### src/rtl/usb_ep_handshake_ctrl.sv
// USB single-endpoint transaction sequencer: ACK/NAK for OUT, DATA for IN, timeouts and retries.
// Optional DATA0/DATA1 toggle tracking is enabled by defining DATA_TOGGLE_EN.
module usb_ep_handshake_ctrl #(
    parameter int unsigned TIMEOUT_CYCLES = 1024,
    parameter int unsigned BUF_DEPTH      = 64,
    parameter int unsigned MAX_RETRY      = 3
) (
    input  logic       clk,
    input  logic       rst,
    input  logic [2:0] rx_packet,
    input  logic       rx_data_ready,
    input  logic       rx_error,
    input  logic       tx_transfer_active,
    input  logic       tx_error,
    input  logic [6:0] buffer_occupancy,
    input  logic       in_data_valid,
    output logic       tx_start,
    output logic [1:0] tx_packet,
    output logic       flush,
    output logic       out_done,
    output logic       in_done,
    output logic       in_fail,
    output logic       busy
);

    localparam int unsigned TO_W = $clog2(TIMEOUT_CYCLES + 1);
    localparam int unsigned RC_W = $clog2(MAX_RETRY + 1);

    localparam logic [2:0] PID_OUT   = 3'd1;
    localparam logic [2:0] PID_IN    = 3'd2;
    localparam logic [2:0] PID_DATA0 = 3'd3;
    localparam logic [2:0] PID_DATA1 = 3'd4;
    localparam logic [2:0] PID_ACK   = 3'd5;

    localparam logic [1:0] TX_DATA0 = 2'd0;
    localparam logic [1:0] TX_DATA1 = 2'd1;
    localparam logic [1:0] TX_ACK   = 2'd2;
    localparam logic [1:0] TX_NAK   = 2'd3;

    typedef enum logic [2:0] {
        IDLE,
        OUT_WAIT,
        HS_SEND,
        HS_WAIT,
        IN_SEND,
        IN_TXWAIT,
        ACK_WAIT
    } state_t;

    state_t            state, state_n;
    logic [TO_W-1:0]   to_cnt, to_cnt_n;
    logic [RC_W-1:0]   retry_cnt, retry_n;
    logic              tx_active_q;
    logic              ack_pend, ack_pend_n;
    logic              tx_start_n, flush_n, out_done_n, in_done_n, in_fail_n;
    logic [1:0]        tx_packet_n;
    logic              fail_attempt;
    logic              rx_ok, is_data, tx_done, timeout;
    logic              pid_match;
    logic [1:0]        in_pid;

`ifdef DATA_TOGGLE_EN
    logic out_toggle, out_toggle_n;
    logic in_toggle, in_toggle_n;
    assign pid_match = (rx_packet == (out_toggle ? PID_DATA1 : PID_DATA0));
    assign in_pid    = in_toggle ? TX_DATA1 : TX_DATA0;
`else
    assign pid_match = 1'b1;
    assign in_pid    = TX_DATA0;
`endif

    assign rx_ok   = rx_data_ready & ~rx_error;
    assign is_data = (rx_packet == PID_DATA0) | (rx_packet == PID_DATA1);
    // Transmitter completion is the falling edge of its busy flag.
    assign tx_done = tx_active_q & ~tx_transfer_active;
    assign timeout = (to_cnt == TO_W'(TIMEOUT_CYCLES - 1));

    always_ff @(posedge clk) begin
        if (rst) begin
            state       <= IDLE;
            to_cnt      <= '0;
            retry_cnt   <= '0;
            tx_active_q <= 1'b0;
            ack_pend    <= 1'b0;
            tx_start    <= 1'b0;
            tx_packet   <= TX_NAK;
            flush       <= 1'b0;
            out_done    <= 1'b0;
            in_done     <= 1'b0;
            in_fail     <= 1'b0;
            busy        <= 1'b0;
`ifdef DATA_TOGGLE_EN
            out_toggle  <= 1'b0;
            in_toggle   <= 1'b0;
`endif
        end else begin
            state       <= state_n;
            to_cnt      <= to_cnt_n;
            retry_cnt   <= retry_n;
            tx_active_q <= tx_transfer_active;
            ack_pend    <= ack_pend_n;
            tx_start    <= tx_start_n;
            tx_packet   <= tx_packet_n;
            flush       <= flush_n;
            out_done    <= out_done_n;
            in_done     <= in_done_n;
            in_fail     <= in_fail_n;
            busy        <= (state_n != IDLE);
`ifdef DATA_TOGGLE_EN
            out_toggle  <= out_toggle_n;
            in_toggle   <= in_toggle_n;
`endif
        end
    end

    always_comb begin
        state_n      = state;
        to_cnt_n     = to_cnt;
        retry_n      = retry_cnt;
        ack_pend_n   = ack_pend;
        tx_start_n   = 1'b0;
        tx_packet_n  = tx_packet;
        flush_n      = 1'b0;
        out_done_n   = 1'b0;
        in_done_n    = 1'b0;
        in_fail_n    = 1'b0;
        fail_attempt = 1'b0;
`ifdef DATA_TOGGLE_EN
        out_toggle_n = out_toggle;
        in_toggle_n  = in_toggle;
`endif

        // Start pulses are issued on entry to HS_SEND/IN_SEND so the registered
        // tx_start lines up with the one cycle spent in those states.
        unique case (state)
            IDLE: begin
                if (rx_ok && rx_packet == PID_OUT) begin
                    state_n  = OUT_WAIT;
                    to_cnt_n = '0;
                end else if (rx_ok && rx_packet == PID_IN) begin
                    tx_start_n = 1'b1;
                    if (in_data_valid && buffer_occupancy != 7'd0) begin
                        state_n     = IN_SEND;
                        tx_packet_n = in_pid;
                    end else begin
                        state_n     = HS_SEND;
                        tx_packet_n = TX_NAK;
                        ack_pend_n  = 1'b0;
                    end
                end
            end
            OUT_WAIT: begin
                to_cnt_n = to_cnt + 1'b1;
                if (rx_ok && is_data) begin
                    state_n    = HS_SEND;
                    tx_start_n = 1'b1;
                    ack_pend_n = 1'b0;
                    if (buffer_occupancy == 7'(BUF_DEPTH)) begin
                        tx_packet_n = TX_NAK;
                        flush_n     = 1'b1;
                    end else begin
                        tx_packet_n = TX_ACK;
                        if (pid_match) ack_pend_n = 1'b1;
                        else           flush_n    = 1'b1;
                    end
                end else if (rx_data_ready || rx_error || timeout) begin
                    state_n = IDLE;
                    flush_n = 1'b1;
                end
            end
            HS_SEND: state_n = HS_WAIT;
            HS_WAIT: begin
                if (tx_error) begin
                    state_n = IDLE;
                end else if (tx_done) begin
                    state_n    = IDLE;
                    out_done_n = ack_pend;
`ifdef DATA_TOGGLE_EN
                    if (ack_pend) out_toggle_n = ~out_toggle;
`endif
                end
            end
            IN_SEND: state_n = IN_TXWAIT;
            IN_TXWAIT: begin
                if (tx_error) begin
                    state_n      = IDLE;
                    fail_attempt = 1'b1;
                end else if (tx_done) begin
                    state_n  = ACK_WAIT;
                    to_cnt_n = '0;
                end
            end
            ACK_WAIT: begin
                to_cnt_n = to_cnt + 1'b1;
                if (rx_ok && rx_packet == PID_ACK) begin
                    state_n   = IDLE;
                    in_done_n = 1'b1;
                    retry_n   = '0;
`ifdef DATA_TOGGLE_EN
                    in_toggle_n = ~in_toggle;
`endif
                end else if (rx_data_ready || rx_error || timeout) begin
                    state_n      = IDLE;
                    fail_attempt = 1'b1;
                end
            end
            default: state_n = IDLE;
        endcase

        if (fail_attempt) begin
            if (retry_cnt == RC_W'(MAX_RETRY - 1)) begin
                in_fail_n = 1'b1;
                flush_n   = 1'b1;
                retry_n   = '0;
            end else begin
                retry_n = retry_cnt + 1'b1;
            end
        end
    end

endmodule

### config.mk
export PLATFORM = sky130hd
export DESIGN_NAME = usb_ep_handshake_ctrl
export DESIGN_NICKNAME = d
export VERILOG_FILES = /design/src/rtl/usb_ep_handshake_ctrl.sv
export SDC_FILE = /design/constraint.sdc
export NUM_CORES = 1
export LEC_CHECK = 0
export ABC_AREA = 0
export BUFFER_PORTS_ARGS = -buffer_cell sky130_fd_sc_hd__clkbuf_2
export CAP_MARGIN = 20
export CELL_PAD_IN_SITES_DETAIL_PLACEMENT = 1
export CELL_PAD_IN_SITES_GLOBAL_PLACEMENT = 2
export CORE_MARGIN = 2
export CORE_UTILIZATION = 31
export CTS_BUF_LIST = sky130_fd_sc_hd__clkbuf_16
export DETAILED_ROUTE_END_ITERATION = 7
export GPL_ROUTABILITY_DRIVEN = 0
export PLACE_DENSITY = 0.79
export SYNTH_ARGS = -nofsm -noshare
export SYNTH_HDL_FRONTEND = slang
export SYNTH_SLANG_ARGS = --single-unit
### constraint.sdc
create_clock -name clk -period 2.95 [get_ports clk]
set_input_delay 0.295 -clock clk [delete_from_list [all_inputs] [get_ports clk]]
set_output_delay 0.295 -clock clk [all_outputs]
set_load 0.02 [all_outputs]
# Yosys cells after proc, flatten, opt, wreduce, memory -nomap -nowiden

Cells that the tools add are included.

Equality and inequality tests: 21
Reductions and logical operators: 22
Muxes and demuxes: 46
Bitwise gates (word level): 9
Add/sub/neg operators: 2

Operators with widths:

| kind                    | number |
|---|---|
| $mux W11                | 3 |
| $pmux W11 S3            | 1 |
| $mux W3                 | 10 |
| $pmux W3 S7             | 1 |
| $mux W1                 | 19 |
| $mux W2                 | 8 |
| $eq A3 B3 Y1 const B    | 5 |
| $ne A2 B2 Y1 const B    | 7 |
| $eq A3 B2 Y1 const B    | 4 |
| $add A11 B1 Y11 const B | 1 |
| $eq A11 B10 Y1 const B  | 1 |
| $reduce_and A4 Y1       | 2 |
| $eq A7 B7 Y1 const B    | 1 |
| $reduce_bool A7 Y1      | 1 |
| $eq A3 B1 Y1 const B    | 2 |
| $not A1 Y1              | 6 |
| $pmux W1 S2             | 3 |
| $reduce_bool A2 Y1      | 3 |
| $reduce_bool A3 Y1      | 2 |
| $reduce_or A2 Y1        | 3 |
| $logic_and A1 B1 Y1     | 5 |
| $reduce_and A5 Y1       | 1 |
| $pmux W2 S2             | 1 |
| $reduce_or A4 Y1        | 1 |
| 7 further kinds         | 9 |

Flip-flop bits (word level): 26
Logic and storage cells: 112
Input port bits: 17
Output and inout port bits: 8

# Logic depth before layout (Yosys ltp)

Gate-level depths: netlist of the first run.

Depth in word-level cells: 7
Depth in mapped cells: 6
Gate-level depth less buffers: 6

# Worst setup path before layout of the first run

No wires, ideal clock.

Path kind: reg2reg
Start point: register state[1]
End point: register ack_pend
Clock period less this slack: 1.786 ns
Path buffers: 0
Stages on the path, launching flop included: 5
Required time: 2.834 ns
Setup time: 0.116 ns
Arrival time: 1.670 ns
Slack: 1.164 ns
Cells stage by stage: dfxtp_1 > or4b_2 > a21o_1 > o21bai_1 > a31o_2

Longest elaborated chain between the ends: 3
Elaborated cells between the ends (all ways): 9
Those cells by class: eq/ne: 5; mux: 1; reduce/logical: 3

RTL lines:

| what                                                                       | line | text |
|---|---|---|
| start, declared                                                            | 50   | `state_t state, state_n;` |
| start signal, assigned                                                     | 97   | `state <= state_n;` |
| $eq A3 B1 Y1 / $logic_not A3 Y1 (equally long branches)                    | 135  | `unique case (state)` |
| $ne A2 B2 Y1 (no source line) / $reduce_bool A2 Y1 (equally long branches) | --   |  |
| $reduce_and A5 Y1 (no source line)                                         | --   |  |
| end signal, assigned                                                       | 101  | `ack_pend <= ack_pend_n;` |
| end, declared                                                              | 54   | `logic ack_pend, ack_pend_n;` |

Several ways; a longest one is shown, not always the timed one.
A chain may end at the register's enable or synchronous reset.

# Worst setup path after layout of the first run

Same ends and word-level chain as after synthesis.

==> results of run 1 <==
[cell usage in the layout, fill, tap and decap left out, types with 2 or more instances in the layout]
cell type	synthesis	routed
sky130_fd_sc_hd__nor4b_1	3	3
sky130_fd_sc_hd__nor3_1	5	5
sky130_fd_sc_hd__and3_1	3	3
sky130_fd_sc_hd__o211ai_1	4	4
sky130_fd_sc_hd__o31ai_1	2	2
sky130_fd_sc_hd__nor2b_1	3	3
sky130_fd_sc_hd__nor2_1	22	22
sky130_fd_sc_hd__nand3_1	2	2
sky130_fd_sc_hd__nand3b_1	2	2
sky130_fd_sc_hd__or3_1	4	4
sky130_fd_sc_hd__dfxtp_1	26	26
sky130_fd_sc_hd__clkbuf_16	0	3
sky130_fd_sc_hd__a31o_2	2	2
sky130_fd_sc_hd__nand2_1	8	8
sky130_fd_sc_hd__o21bai_1	3	3
sky130_fd_sc_hd__o2111ai_1	2	2
sky130_fd_sc_hd__clkbuf_2	0	24
sky130_fd_sc_hd__xor2_1	8	8
sky130_fd_sc_hd__inv_1	5	5
sky130_fd_sc_hd__o21ai_0	12	12
sky130_fd_sc_hd__a21o_1	2	2
sky130_fd_sc_hd__a21oi_1	9	9
[power groups by stage]
stage / logic [W] / registers (W) / clock network, W
after floorplan: 0.0000313 / 0.000368 / 0
after global placement: 0.0000548 / 0.000368 / 0
after detailed placement: 0.0000567 / 0.000368 / 0
after CTS: 0.0000577 / 0.000360 / 0.000315
after global routing: 0.0000628 / 0.000360 / 0.000328
final: 0.0000574 / 0.000360 / 0.000304
[stage by stage]
| stage | util | hold WS (ps) | power (W) | instance area (µm²) |
|---|---|---|---|---|
| 3_3_place_gp | 0.3549 | 453.6 | 0.0004226 | 1524 |
| 2_1_floorplan | - | 423.2 | 0.0003988 | 1363 |
| 3_5_place_dp | 0.3549 | 473.8 | 0.0004247 | 1524 |
| 5_1_grt | 0.3733 | 318.4 | 0.0007515 | 1603 |
| 6_report | 0.3733 | 307.7 | 0.0007215 | 1603 |
| 4_1_cts | 0.3733 | 311.5 | 0.0007328 | 1603 |
[metal layers]
layer	GRT usage	part of all wire	vias up
met5	0	0	-
met4	0.03205	0.0050	0
met3	0.02309	0.018	2
met2	0.2830	0.53	7
met1	0.1899	0.45	632
li1	-	-	627
[kinds of logic after synthesis]
| group | after synthesis |
|---|---|
| DFF | 26 |
| xor gates and xnor gates | 8 |
| AOI/OAI and AO/OA | 44 |
| and+or+nand+nor | 68 |
| adders and majority gates | 1 |
| buffers and inverters | 10 |
[final cells by class]
class | count | area (µm²) | area share
Sequential cell | 26 | 520.5 | 0.3247
Inverter | 5 | 18.77 | 0.01171
Clock inverter | 1 | 3.754 | 0.002342
Clock buffer | 3 | 75.07 | 0.04684
Tap cell | 52 | 65.06 | 0.04059
Multi-Input combinational cell | 121 | 792.0 | 0.4941
Timing Repair Buffer | 25 | 127.6 | 0.07962
[sequential cells by signal, summed over array words and instances (netlist names)]
signal and count:
ack_pend 1, busy 1, flush 1, in_done 1
in_fail 1, out_done 1, retry_cnt 2, state 3
to_cnt 11, tx_active_q 1, tx_packet 2, tx_start 1
[worst max-delay path by stage]
stage,cells past startpoint,slack (ps),startpoint,end
after floorplan,4,1160,state[1]$_SDFF_PP0_,ack_pend$_SDFFE_PP0P_
after global placement,5,880,buffer_occupancy[1],flush$_SDFF_PP0_
after detailed placement,6,860,tx_error,to_cnt[9]$_SDFFE_PP0P_
after CTS,4,840,state[1]$_SDFF_PP0_,ack_pend$_SDFFE_PP0P_
after global routing,7,630,to_cnt[0]$_SDFFE_PP0P_,busy$_SDFF_PP0_
final,4,840,state[1]$_SDFF_PP0_,ack_pend$_SDFFE_PP0P_
[worst max-delay path, stage by stage, from the launching register on]
cell                       delay (ps)
sky130_fd_sc_hd__dfxtp_1          490
sky130_fd_sc_hd__or4b_2           790
sky130_fd_sc_hd__a21o_1           250
sky130_fd_sc_hd__o21bai_1         220
sky130_fd_sc_hd__a31o_2           260
==> report_table.html, run 1 <==
<table>
<tr><th>Metric</th><th>Value</th></tr>
<tr><th colspan="2">Placed design</th></tr>
<tr><td>Total instance count after detailed placement</td><td>between 200 and 250</td></tr>
<tr><td>Count of input and output buffers</td><td>24</td></tr>
<tr><td>Worst setup slack after placement</td><td>around 860 ps</td></tr>
<tr><td>HPWL after detailed placement</td><td>about 2800 µm</td></tr>
<tr><th colspan="2">STA</th></tr>
<tr><td>Final period utilization</td><td>0.7167</td></tr>
<tr><td>Worst slew slack as a fraction of its limit</td><td>0.5608</td></tr>
<tr><td>Setup-violating endpoint count in the final report</td><td>0</td></tr>
<tr><td>Highest Clock Rate</td><td>473.0 MHz</td></tr>
<tr><td>Worst slew pin tran</td><td>roughly 640 ps</td></tr>
<tr><td>Final worst setup slack</td><td>835.7 ps</td></tr>
<tr><td>Maximum clock skew at final layout</td><td>around 2.3 ps</td></tr>
<tr><td>Total count of hold-check failures in the final report</td><td>0</td></tr>
<tr><td>Crit path time final</td><td>between 2000 and 2500 ps</td></tr>
<tr><td>Total Neg Setup Slack</td><td>0 ps</td></tr>
<tr><td>Setup repair after global routing missed its margin</td><td>no</td></tr>
<tr><td>Number of pins with negative max-slew slack in the final report</td><td>0</td></tr>
<tr><th colspan="2">Run status</th></tr>
<tr><td>Outcome</td><td>complete, no violations</td></tr>
<tr><th colspan="2">Synthesis</th></tr>
<tr><td>Most frequent cell after synthesis</td><td>sky130_fd_sc_hd__dfxtp_1</td></tr>
<tr><td>Post-synth EDFFs</td><td>0</td></tr>
<tr><td>XOR/XNOR share of the synthesized area</td><td>0.05142</td></tr>
<tr><td>Dominant combinational cell family by area after synthesis</td><td>simple AND/OR/NAND/NOR gates</td></tr>
<tr><td>Dominant cell type by area after synthesis</td><td>sky130_fd_sc_hd__dfxtp_1</td></tr>
<tr><td>Area fraction in compound gates after synthesis</td><td>0.2397</td></tr>
<tr><td>Part of the Yosys area used for sequential elements</td><td>0.3820</td></tr>
<tr><td>Portion of netlist area occupied by mux cells</td><td>0</td></tr>
<tr><td>Post-synth top cells</td><td>sky130_fd_sc_hd__dfxtp_1, sky130_fd_sc_hd__nor2_1, sky130_fd_sc_hd__o21ai_0</td></tr>
<tr><td>Synth Area in Adders</td><td>0.009183</td></tr>
<tr><td>Dominant synthesized flop cell</td><td>sky130_fd_sc_hd__dfxtp_1</td></tr>
<tr><td>Net count after synthesis</td><td>175</td></tr>
<tr><td>Number of distinct library cells after synthesis</td><td>between 40 and 50</td></tr>
<tr><td>YS warnings</td><td>0</td></tr>
<tr><td>Basic-gate share of the synthesized area counting and, or, nand and nor cells</td><td>0.2810</td></tr>
<tr><td>Proportion of synthesized flip-flops having asynchronous set or reset</td><td>0</td></tr>
<tr><td>Cell area after synthesis</td><td>around 1400 µm²</td></tr>
<tr><td>Largest cells by area after synthesis</td><td>sky130_fd_sc_hd__dfxtp_1, sky130_fd_sc_hd__nor2_1, sky130_fd_sc_hd__xor2_1, sky130_fd_sc_hd__o21ai_0, sky130_fd_sc_hd__a21oi_1</td></tr>
<tr><td>Yosys reg bits</td><td>26</td></tr>
<tr><td>Fraction of synthesized cell area taken by the top area cell type</td><td>0.3820</td></tr>
<tr><td>Per-instance average area after synthesis</td><td>8.679 µm²</td></tr>
<tr><td>Instance count of the mapped netlist</td><td>approximately 160</td></tr>
<tr><th colspan="2">Cells and area</th></tr>
<tr><td>Fin cells</td><td>roughly 230</td></tr>
<tr><td>Layout filler cell count</td><td>roughly 540</td></tr>
<tr><td>Diode count</td><td>0</td></tr>
<tr><td>Fin nets</td><td>200</td></tr>
<tr><td>Area Overhead vs Synth</td><td>17.63%</td></tr>
<tr><td>Layout cells sized above 1</td><td>0.2099</td></tr>
<tr><th colspan="2">Die</th></tr>
<tr><td>Height of the die</td><td>70.30 µm</td></tr>
<tr><td>Boundary Pins</td><td>25</td></tr>
<tr><td>Initial cell density of the core</td><td>0.3173</td></tr>
<tr><td>Horiz. Die Dim</td><td>70.30 µm</td></tr>
<tr><td>Die footprint</td><td>roughly 4900 µm²</td></tr>
<tr><td>Core region area</td><td>4294 µm²</td></tr>
<tr><td>Number of rows in the core area</td><td>24</td></tr>
<tr><th colspan="2">Setup path</th></tr>
<tr><td>Worst Path Max Fanout</td><td>13</td></tr>
<tr><td>Kind of launch point of the worst setup path</td><td>register</td></tr>
<tr><td>Worst-case register-to-register setup slack</td><td>between 800 and 900 ps</td></tr>
<tr><td>CP required</td><td>about 3100 ps</td></tr>
<tr><td>Worst flop-to-flop path endpoint</td><td>ack_pend$_SDFFE_PP0P_</td></tr>
<tr><td>Worst setup EP type</td><td>register</td></tr>
<tr><td>Critical Setup Path Class</td><td>reg -&gt; reg</td></tr>
<tr><td>Worst Reg-to-Reg Cells</td><td>4</td></tr>
<tr><td>Arrival time reported for the critical path endpoint</td><td>around 2300 ps</td></tr>
<tr><td>Startpoint of the worst register-to-register path</td><td>state[1]$_SDFF_PP0_</td></tr>
<tr><th colspan="2">Drt</th></tr>
<tr><td>Detailed-route via count</td><td>~1.3k</td></tr>
<tr><td>DRT Wirelength</td><td>3764 µm</td></tr>
<tr><td>Remaining antenna violation count after routing</td><td>0</td></tr>
<tr><td>Iteration count of the initial detailed-routing pass</td><td>4</td></tr>
<tr><td>Via-per-instance ratio</td><td>between 5 and 6</td></tr>
<tr><td>DRC violation count after routing</td><td>0</td></tr>
<tr><td>Iteration-0 DRC count of the detailed router</td><td>73</td></tr>
<tr><td>Routed WL per cell</td><td>between 15 and 20 µm</td></tr>
<tr><th colspan="2">Clock network</th></tr>
<tr><td>PostCTS Resize Cnt</td><td>0</td></tr>
<tr><td># H-tree levels</td><td>1</td></tr>
<tr><td>Total number of clock tree sinks</td><td>26</td></tr>
<tr><td># Post-CTS Setup Buffers</td><td>0</td></tr>
<tr><td>CTS Hold Bufs</td><td>0</td></tr>
<tr><td>Reg clk slew, reported paths</td><td>roughly 70 ps</td></tr>
<tr><td>Worst-skew pair later-pin latency</td><td>between 200 and 300 ps</td></tr>
<tr><td>TritonCTS clock tree</td><td>yes</td></tr>
<tr><td>CTS buffer count</td><td>3</td></tr>
<tr><td>Cell chosen for the clock root</td><td>sky130_fd_sc_hd__clkbuf_16</td></tr>
<tr><td>Clk buf depth</td><td>2</td></tr>
<tr><th colspan="2">Global route</th></tr>
<tr><td>Vias in the first global route</td><td>1300</td></tr>
<tr><td>Total routing resource utilization after global routing</td><td>0.1546</td></tr>
<tr><td>Number of antenna violations at the first check in global routing</td><td>0</td></tr>
<tr><td>Maximum number of pins on one net before global-route repair</td><td>16</td></tr>
<tr><td>Wire length of the first global-routing pass</td><td>slightly above 6000 µm</td></tr>
<tr><td>Global route overflow</td><td>0</td></tr>
<tr><th colspan="2">Power</th></tr>
<tr><td>Maximum resistive drop on vdd</td><td>roughly 0.00018 V</td></tr>
<tr><td>Internal power summed over all cells</td><td>between 0.0005 and 0.0006 W</td></tr>
<tr><td>P_sw</td><td>~0.00016 W</td></tr>
<tr><td>Net switching share of the total power</td><td>0.2246</td></tr>
<tr><td>Pwr per Cell Area</td><td>about 450 nW/µm²</td></tr>
<tr><td>Part of the power in the clock network</td><td>0.421</td></tr>
<tr><td>Static leakage</td><td>0.6071 nW</td></tr>
<tr><td>Sequential fraction of design power</td><td>0.499</td></tr>
<tr><td>Logic gate share of total power</td><td>0.080</td></tr>
<tr><th colspan="2">Worst hold path</th></tr>
<tr><td>Hold worst-path end</td><td>tx_active_q$_SDFF_PP0_</td></tr>
<tr><td>Cell count of the worst hold path</td><td>2</td></tr>
<tr><td>Min-Delay Startpoint</td><td>tx_transfer_active</td></tr>
<tr><td>Worst min-delay path category</td><td>in -&gt; reg</td></tr>
<tr><th colspan="2">Run</th></tr>
<tr><td>Max_cap viols</td><td>0</td></tr>
</table>
No activity file was read; power rests on OpenSTA's default activity.
==> run 2, diff against run 1 <==
Settings changed: ABC_AREA 0 to 1, CORE_UTILIZATION 31 to 30, PLACE_DENSITY 0.79 to 0.83.
Clock period 2.95 ns to 2.2 ns, I/O delays scaled along.
==> run 2 against run 1 <==
First-iteration DRC count shrank 49%. Synthesized cell count up 52%. Critical path depth increased by 6. Clock skew grew 2.2 ps. Wire length up 3.3%. Non-clock buffer count decreased by 1. Register-to-register slack got worse by 260 ps. Critical endpoint is now state[2]$_SDFF_PP0_. Highest routed layer unchanged.
==> report_table.html, run 2 <==
<table>
<tr><th>Metric</th><th>Value</th></tr>
<tr><th colspan="2">Run status</th></tr>
<tr><td>Outcome</td><td>complete, no violations (unchanged)</td></tr>
<tr><th colspan="2">Setup path</th></tr>
<tr><td>Max incr delay on CP</td><td>400 ps (was 790 ps)</td></tr>
<tr><td>Kind of launch point of the worst setup path</td><td>register (unchanged)</td></tr>
<tr><td>Crit path max-delay cell type</td><td>sky130_fd_sc_hd__dfxtp_1 (was sky130_fd_sc_hd__or4b_2)</td></tr>
<tr><td>CP required</td><td>2350 ps (was 3100 ps)</td></tr>
<tr><td>Worst setup EP type</td><td>register (unchanged)</td></tr>
<tr><td>Worst flop-to-flop path endpoint</td><td>state[2]$_SDFF_PP0_ (was ack_pend$_SDFFE_PP0P_)</td></tr>
<tr><td>Startpoint of the worst register-to-register path</td><td>to_cnt[0]$_SDFFE_PP0P_ (was state[1]$_SDFF_PP0_)</td></tr>
<tr><td>Worst Reg-to-Reg Cells</td><td>10 (was 4)</td></tr>
<tr><td>Arrival time reported for the critical path endpoint</td><td>1770 ps (was 2270 ps)</td></tr>
<tr><td>Worst-case register-to-register setup slack</td><td>570 ps (was 840 ps)</td></tr>
<tr><td>Critical Setup Path Class</td><td>reg -&gt; reg (unchanged)</td></tr>
<tr><td>Critical-path cell list</td><td>ha_1, inv_1, nor2_4, nand3_2, nand2_2, nor2_1, nor2_1, nand2_1, nand2_1, inv_1 (was or4b_2, a21o_1, o21bai_1, a31o_2)</td></tr>
<tr><td>Worst Path Max Fanout</td><td>5 (was 13)</td></tr>
<tr><th colspan="2">Drt</th></tr>
<tr><td>Iteration-0 DRC count of the detailed router</td><td>37 (was 73)</td></tr>
<tr><td>Routed WL per cell</td><td>11.74 µm (was 16.15 µm)</td></tr>
<tr><td>Via-per-instance ratio</td><td>4.529 (was 5.442)</td></tr>
<tr><td>Remaining antenna violation count after routing</td><td>0 (unchanged)</td></tr>
<tr><td>Iteration count of the initial detailed-routing pass</td><td>3 (was 4)</td></tr>
<tr><td>DRC violation count after routing</td><td>0 (unchanged)</td></tr>
<tr><td>DRT Wirelength</td><td>3887 µm (was 3764 µm)</td></tr>
<tr><td>Detailed-route via count</td><td>1499 (was 1268)</td></tr>
<tr><th colspan="2">Die</th></tr>
<tr><td>Horiz. Die Dim</td><td>75.45 µm (was 70.30 µm)</td></tr>
<tr><td>Height of the die</td><td>75.45 µm (was 70.30 µm)</td></tr>
<tr><td>Number of rows in the core area</td><td>26 (was 24)</td></tr>
<tr><td>Core region area</td><td>5010 µm² (was 4294 µm²)</td></tr>
<tr><td>Die footprint</td><td>5693 µm² (was 4941 µm²)</td></tr>
<tr><td>Initial cell density of the core</td><td>0.3057 (was 0.3173)</td></tr>
<tr><td>Boundary Pins</td><td>25 (unchanged)</td></tr>
<tr><th colspan="2">Clock network</th></tr>
<tr><td>PostCTS Resize Cnt</td><td>0 (unchanged)</td></tr>
<tr><td># Post-CTS Setup Buffers</td><td>0 (unchanged)</td></tr>
<tr><td>Worst-skew pair later-pin latency</td><td>260 ps (about the same)</td></tr>
<tr><td>CTS Hold Bufs</td><td>0 (unchanged)</td></tr>
<tr><td>CTS buffer count</td><td>3 (unchanged)</td></tr>
<tr><td>Total number of clock tree sinks</td><td>26 (unchanged)</td></tr>
<tr><td>Reg clk slew, reported paths</td><td>70 ps (about the same)</td></tr>
<tr><td># H-tree levels</td><td>1 (unchanged)</td></tr>
<tr><td>Cell chosen for the clock root</td><td>sky130_fd_sc_hd__clkbuf_16 (unchanged)</td></tr>
<tr><td>TritonCTS clock tree</td><td>yes (unchanged)</td></tr>
<tr><td>Clk buf depth</td><td>2 (unchanged)</td></tr>
<tr><th colspan="2">Synthesis</th></tr>
<tr><td>YS warnings</td><td>0 (unchanged)</td></tr>
<tr><td>Most frequent cell after synthesis</td><td>sky130_fd_sc_hd__nand2_1 (was sky130_fd_sc_hd__dfxtp_1)</td></tr>
<tr><td>Cell area after synthesis</td><td>1531 µm² (was 1363 µm²)</td></tr>
<tr><td>Instance count of the mapped netlist</td><td>238 (was 157)</td></tr>
<tr><td>Per-instance average area after synthesis</td><td>6.435 µm² (was 8.679 µm²)</td></tr>
<tr><td>Post-synth top cells</td><td>sky130_fd_sc_hd__nand2_1, sky130_fd_sc_hd__nor2_1, sky130_fd_sc_hd__inv_1 (was sky130_fd_sc_hd__dfxtp_1, sky130_fd_sc_hd__nor2_1, sky130_fd_sc_hd__o21ai_0)</td></tr>
<tr><td>Part of the Yosys area used for sequential elements</td><td>0.3399 (was 0.3820)</td></tr>
<tr><td>Fraction of synthesized cell area taken by the top area cell type</td><td>0.3399 (was 0.3820)</td></tr>
<tr><td>Net count after synthesis</td><td>256 (was 175)</td></tr>
<tr><td>Yosys reg bits</td><td>26 (unchanged)</td></tr>
<tr><td>Dominant cell type by area after synthesis</td><td>sky130_fd_sc_hd__dfxtp_1 (unchanged)</td></tr>
<tr><td>Dominant synthesized flop cell</td><td>sky130_fd_sc_hd__dfxtp_1 (unchanged)</td></tr>
<tr><td>Number of distinct library cells after synthesis</td><td>31 (was 48)</td></tr>
<tr><td>Largest cells by area after synthesis</td><td>sky130_fd_sc_hd__dfxtp_1, sky130_fd_sc_hd__nand2_1, sky130_fd_sc_hd__nor2_1, sky130_fd_sc_hd__inv_1, sky130_fd_sc_hd__nand3_1 (was sky130_fd_sc_hd__dfxtp_1, sky130_fd_sc_hd__nor2_1, sky130_fd_sc_hd__xor2_1, sky130_fd_sc_hd__o21ai_0, sky130_fd_sc_hd__a21oi_1)</td></tr>
<tr><td>Post-synth EDFFs</td><td>0 (unchanged)</td></tr>
<tr><td>Proportion of synthesized flip-flops having asynchronous set or reset</td><td>0 (unchanged)</td></tr>
<tr><th colspan="2">Global route</th></tr>
<tr><td>Vias in the first global route</td><td>1439 (was 1300)</td></tr>
<tr><td>Number of antenna violations at the first check in global routing</td><td>0 (unchanged)</td></tr>
<tr><td>Wire length of the first global-routing pass</td><td>6534 µm (was 6210 µm)</td></tr>
<tr><td>Total routing resource utilization after global routing</td><td>0.1520 (was 0.1546)</td></tr>
<tr><td>Global route overflow</td><td>0 (unchanged)</td></tr>
<tr><td>Maximum number of pins on one net before global-route repair</td><td>17 (was 16)</td></tr>
<tr><th colspan="2">Cells and area</th></tr>
<tr><td>Leading registers by flop count</td><td>to_cnt x11, state x3 (unchanged)</td></tr>
<tr><td>Most common library cell in the layout ignoring fill and taps</td><td>sky130_fd_sc_hd__nand2_1 (was sky130_fd_sc_hd__dfxtp_1)</td></tr>
<tr><td>Footprint of the flip-flops and latches</td><td>520.5 µm² (unchanged)</td></tr>
<tr><td>Layout cells sized above 1</td><td>0.1916 (was 0.2099)</td></tr>
<tr><td>Layout filler cell count</td><td>686 (was 538)</td></tr>
<tr><td>Register bank with the most flops</td><td>to_cnt (unchanged)</td></tr>
<tr><td>Max reg flops</td><td>11 (unchanged)</td></tr>
<tr><td>Area Overhead vs Synth</td><td>17.73% (was 17.63%)</td></tr>
<tr><td>Final core utilization</td><td>0.3599 (was 0.3733)</td></tr>
<tr><td>Area used by multi-input combinational logic</td><td>838.3 µm² (was 792.0 µm²)</td></tr>
<tr><td>Commonest cells after routing, fill and taps aside</td><td>sky130_fd_sc_hd__nand2_1, sky130_fd_sc_hd__nor2_1, sky130_fd_sc_hd__inv_1 (was sky130_fd_sc_hd__dfxtp_1, sky130_fd_sc_hd__clkbuf_2, sky130_fd_sc_hd__nor2_1)</td></tr>
<tr><td>Diode count</td><td>0 (unchanged)</td></tr>
<tr><td>Fin nets</td><td>280 (was 200)</td></tr>
<tr><th colspan="2">STA</th></tr>
<tr><td>Setup repair after global routing missed its margin</td><td>no (unchanged)</td></tr>
<tr><td>Total count of hold-check failures in the final report</td><td>0 (unchanged)</td></tr>
<tr><td>Total Neg Setup Slack</td><td>0 ps (unchanged)</td></tr>
<tr><td>Number of pins with negative max-slew slack in the final report</td><td>0 (unchanged)</td></tr>
<tr><td>Worst slew slack as a fraction of its limit</td><td>0.7504 (was 0.5608)</td></tr>
<tr><td>Final period utilization</td><td>0.7398 (was 0.7167)</td></tr>
<tr><td>Worst slew pin tran</td><td>374.3 ps (was 642.1 ps)</td></tr>
<tr><td>Maximum clock skew at final layout</td><td>4.444 ps (was 2.289 ps)</td></tr>
<tr><td>Crit path time final</td><td>1627 ps (was 2114 ps)</td></tr>
<tr><td>Highest Clock Rate</td><td>614.5 MHz (was 473.0 MHz)</td></tr>
<tr><td>Setup-violating endpoint count in the final report</td><td>0 (unchanged)</td></tr>
<tr><th colspan="2">Power</th></tr>
<tr><td>Maximum resistive drop on vdd</td><td>0.0003344 V (was 0.0001842 V)</td></tr>
<tr><td>Pwr per Cell Area</td><td>710.6 nW/µm² (was 450.2 nW/µm²)</td></tr>
<tr><td>Static leakage</td><td>0.7847 nW (was 0.6071 nW)</td></tr>
<tr><th colspan="2">Worst hold path</th></tr>
<tr><td>Hold worst-path end</td><td>tx_active_q$_SDFF_PP0_ (unchanged)</td></tr>
<tr><td>Worst min-delay path category</td><td>in -&gt; reg (unchanged)</td></tr>
<tr><td>Min-Delay Startpoint</td><td>tx_transfer_active (unchanged)</td></tr>
<tr><td>Cell count of the worst hold path</td><td>3 (was 2)</td></tr>
<tr><th colspan="2">Placed design</th></tr>
<tr><td>HPWL after detailed placement</td><td>3169 µm (was 2809 µm)</td></tr>
<tr><td>Count of input and output buffers</td><td>24 (unchanged)</td></tr>
<tr><th colspan="2">Run</th></tr>
<tr><td>Max_cap viols</td><td>0 (unchanged)</td></tr>
</table>
run 2: cell type report:
cell class              count  area share
multi-input cells         172      0.4650
flip-flops and latches     26      0.2887
inverters                  35     0.07287
repair buffers             24     0.06662
well taps                  70     0.04858
clock buffers               3     0.04164
clock inverters             1     0.01666
run 2: report_power, final:
part | switching [W] | total (W) | internal [W]
registers | 0.0000265 | 0.000520 | 0.000494
clock network | 0.000172 | 0.000534 | 0.000362
logic | 0.000156 | 0.000227 | 0.0000706
run 2: cell families (layout without fill, tap and decap cells):
kind of cell | count (synthesis) | after routing | synth area share
buf+inv | 40 | 63 | 0.1127
fa+ha+maj | 1 | 1 | 0.008169
xor+xnor | 1 | 1 | 0.005720
flops | 26 | 26 | 0.3399
compound gates | 25 | 25 | 0.1013
simple gates | 145 | 145 | 0.4322
run 2: worst max path at each step:
stage	from	endpoint	slack (ps)	depth (start not counted)
final	to_cnt[0]$_SDFFE_PP0P_	state[2]$_SDFF_PP0_	570	10
after global routing	to_cnt[0]$_SDFFE_PP0P_	state[2]$_SDFF_PP0_	420	10
after CTS	to_cnt[1]$_SDFFE_PP0P_	state[2]$_SDFF_PP0_	550	10
after detailed placement	to_cnt[0]$_SDFFE_PP0P_	retry_cnt[1]$_SDFFE_PP0P_	580	10
after global placement	to_cnt[0]$_SDFFE_PP0P_	busy$_SDFF_PP0_	610	10
after floorplan	to_cnt[0]$_SDFFE_PP0P_	retry_cnt[1]$_SDFFE_PP0P_	770	10
run 2: stage by stage:
step / power, W / std cells / setup WS [ps] / area [µm²] / hold slack [ps]
floorplan: 0.0007112 / 238 / 768.6 / 1531 / 345.1
global placement: 0.0007598 / 327 / 609.2 / 1698 / 436.5
detailed placement: 0.0007609 / 327 / 583.2 / 1698 / 448.8
CTS: 0.001302 / 331 / 554.6 / 1803 / 171.6
global route: 0.001357 / 331 / 422.6 / 1803 / 179.6
finish: 0.001281 / 331 / 572.5 / 1803 / 172.8
run 2: metal layers:
metal  GRT usage  up-vias  routed length [µm]
met4     0.05263        0                  35
li1            -      797                   -
met5           0        -                   0
met1      0.1927      685                1806
met2      0.2638       15                1965
met3     0.02116        2                  79
run 2: worst max-delay path: cells and delay by family (launching register included):
kind	cells	cell delay [ps]
fa+ha+maj	1	250
buf+inv	2	170
flops	1	400
simple gates	7	700
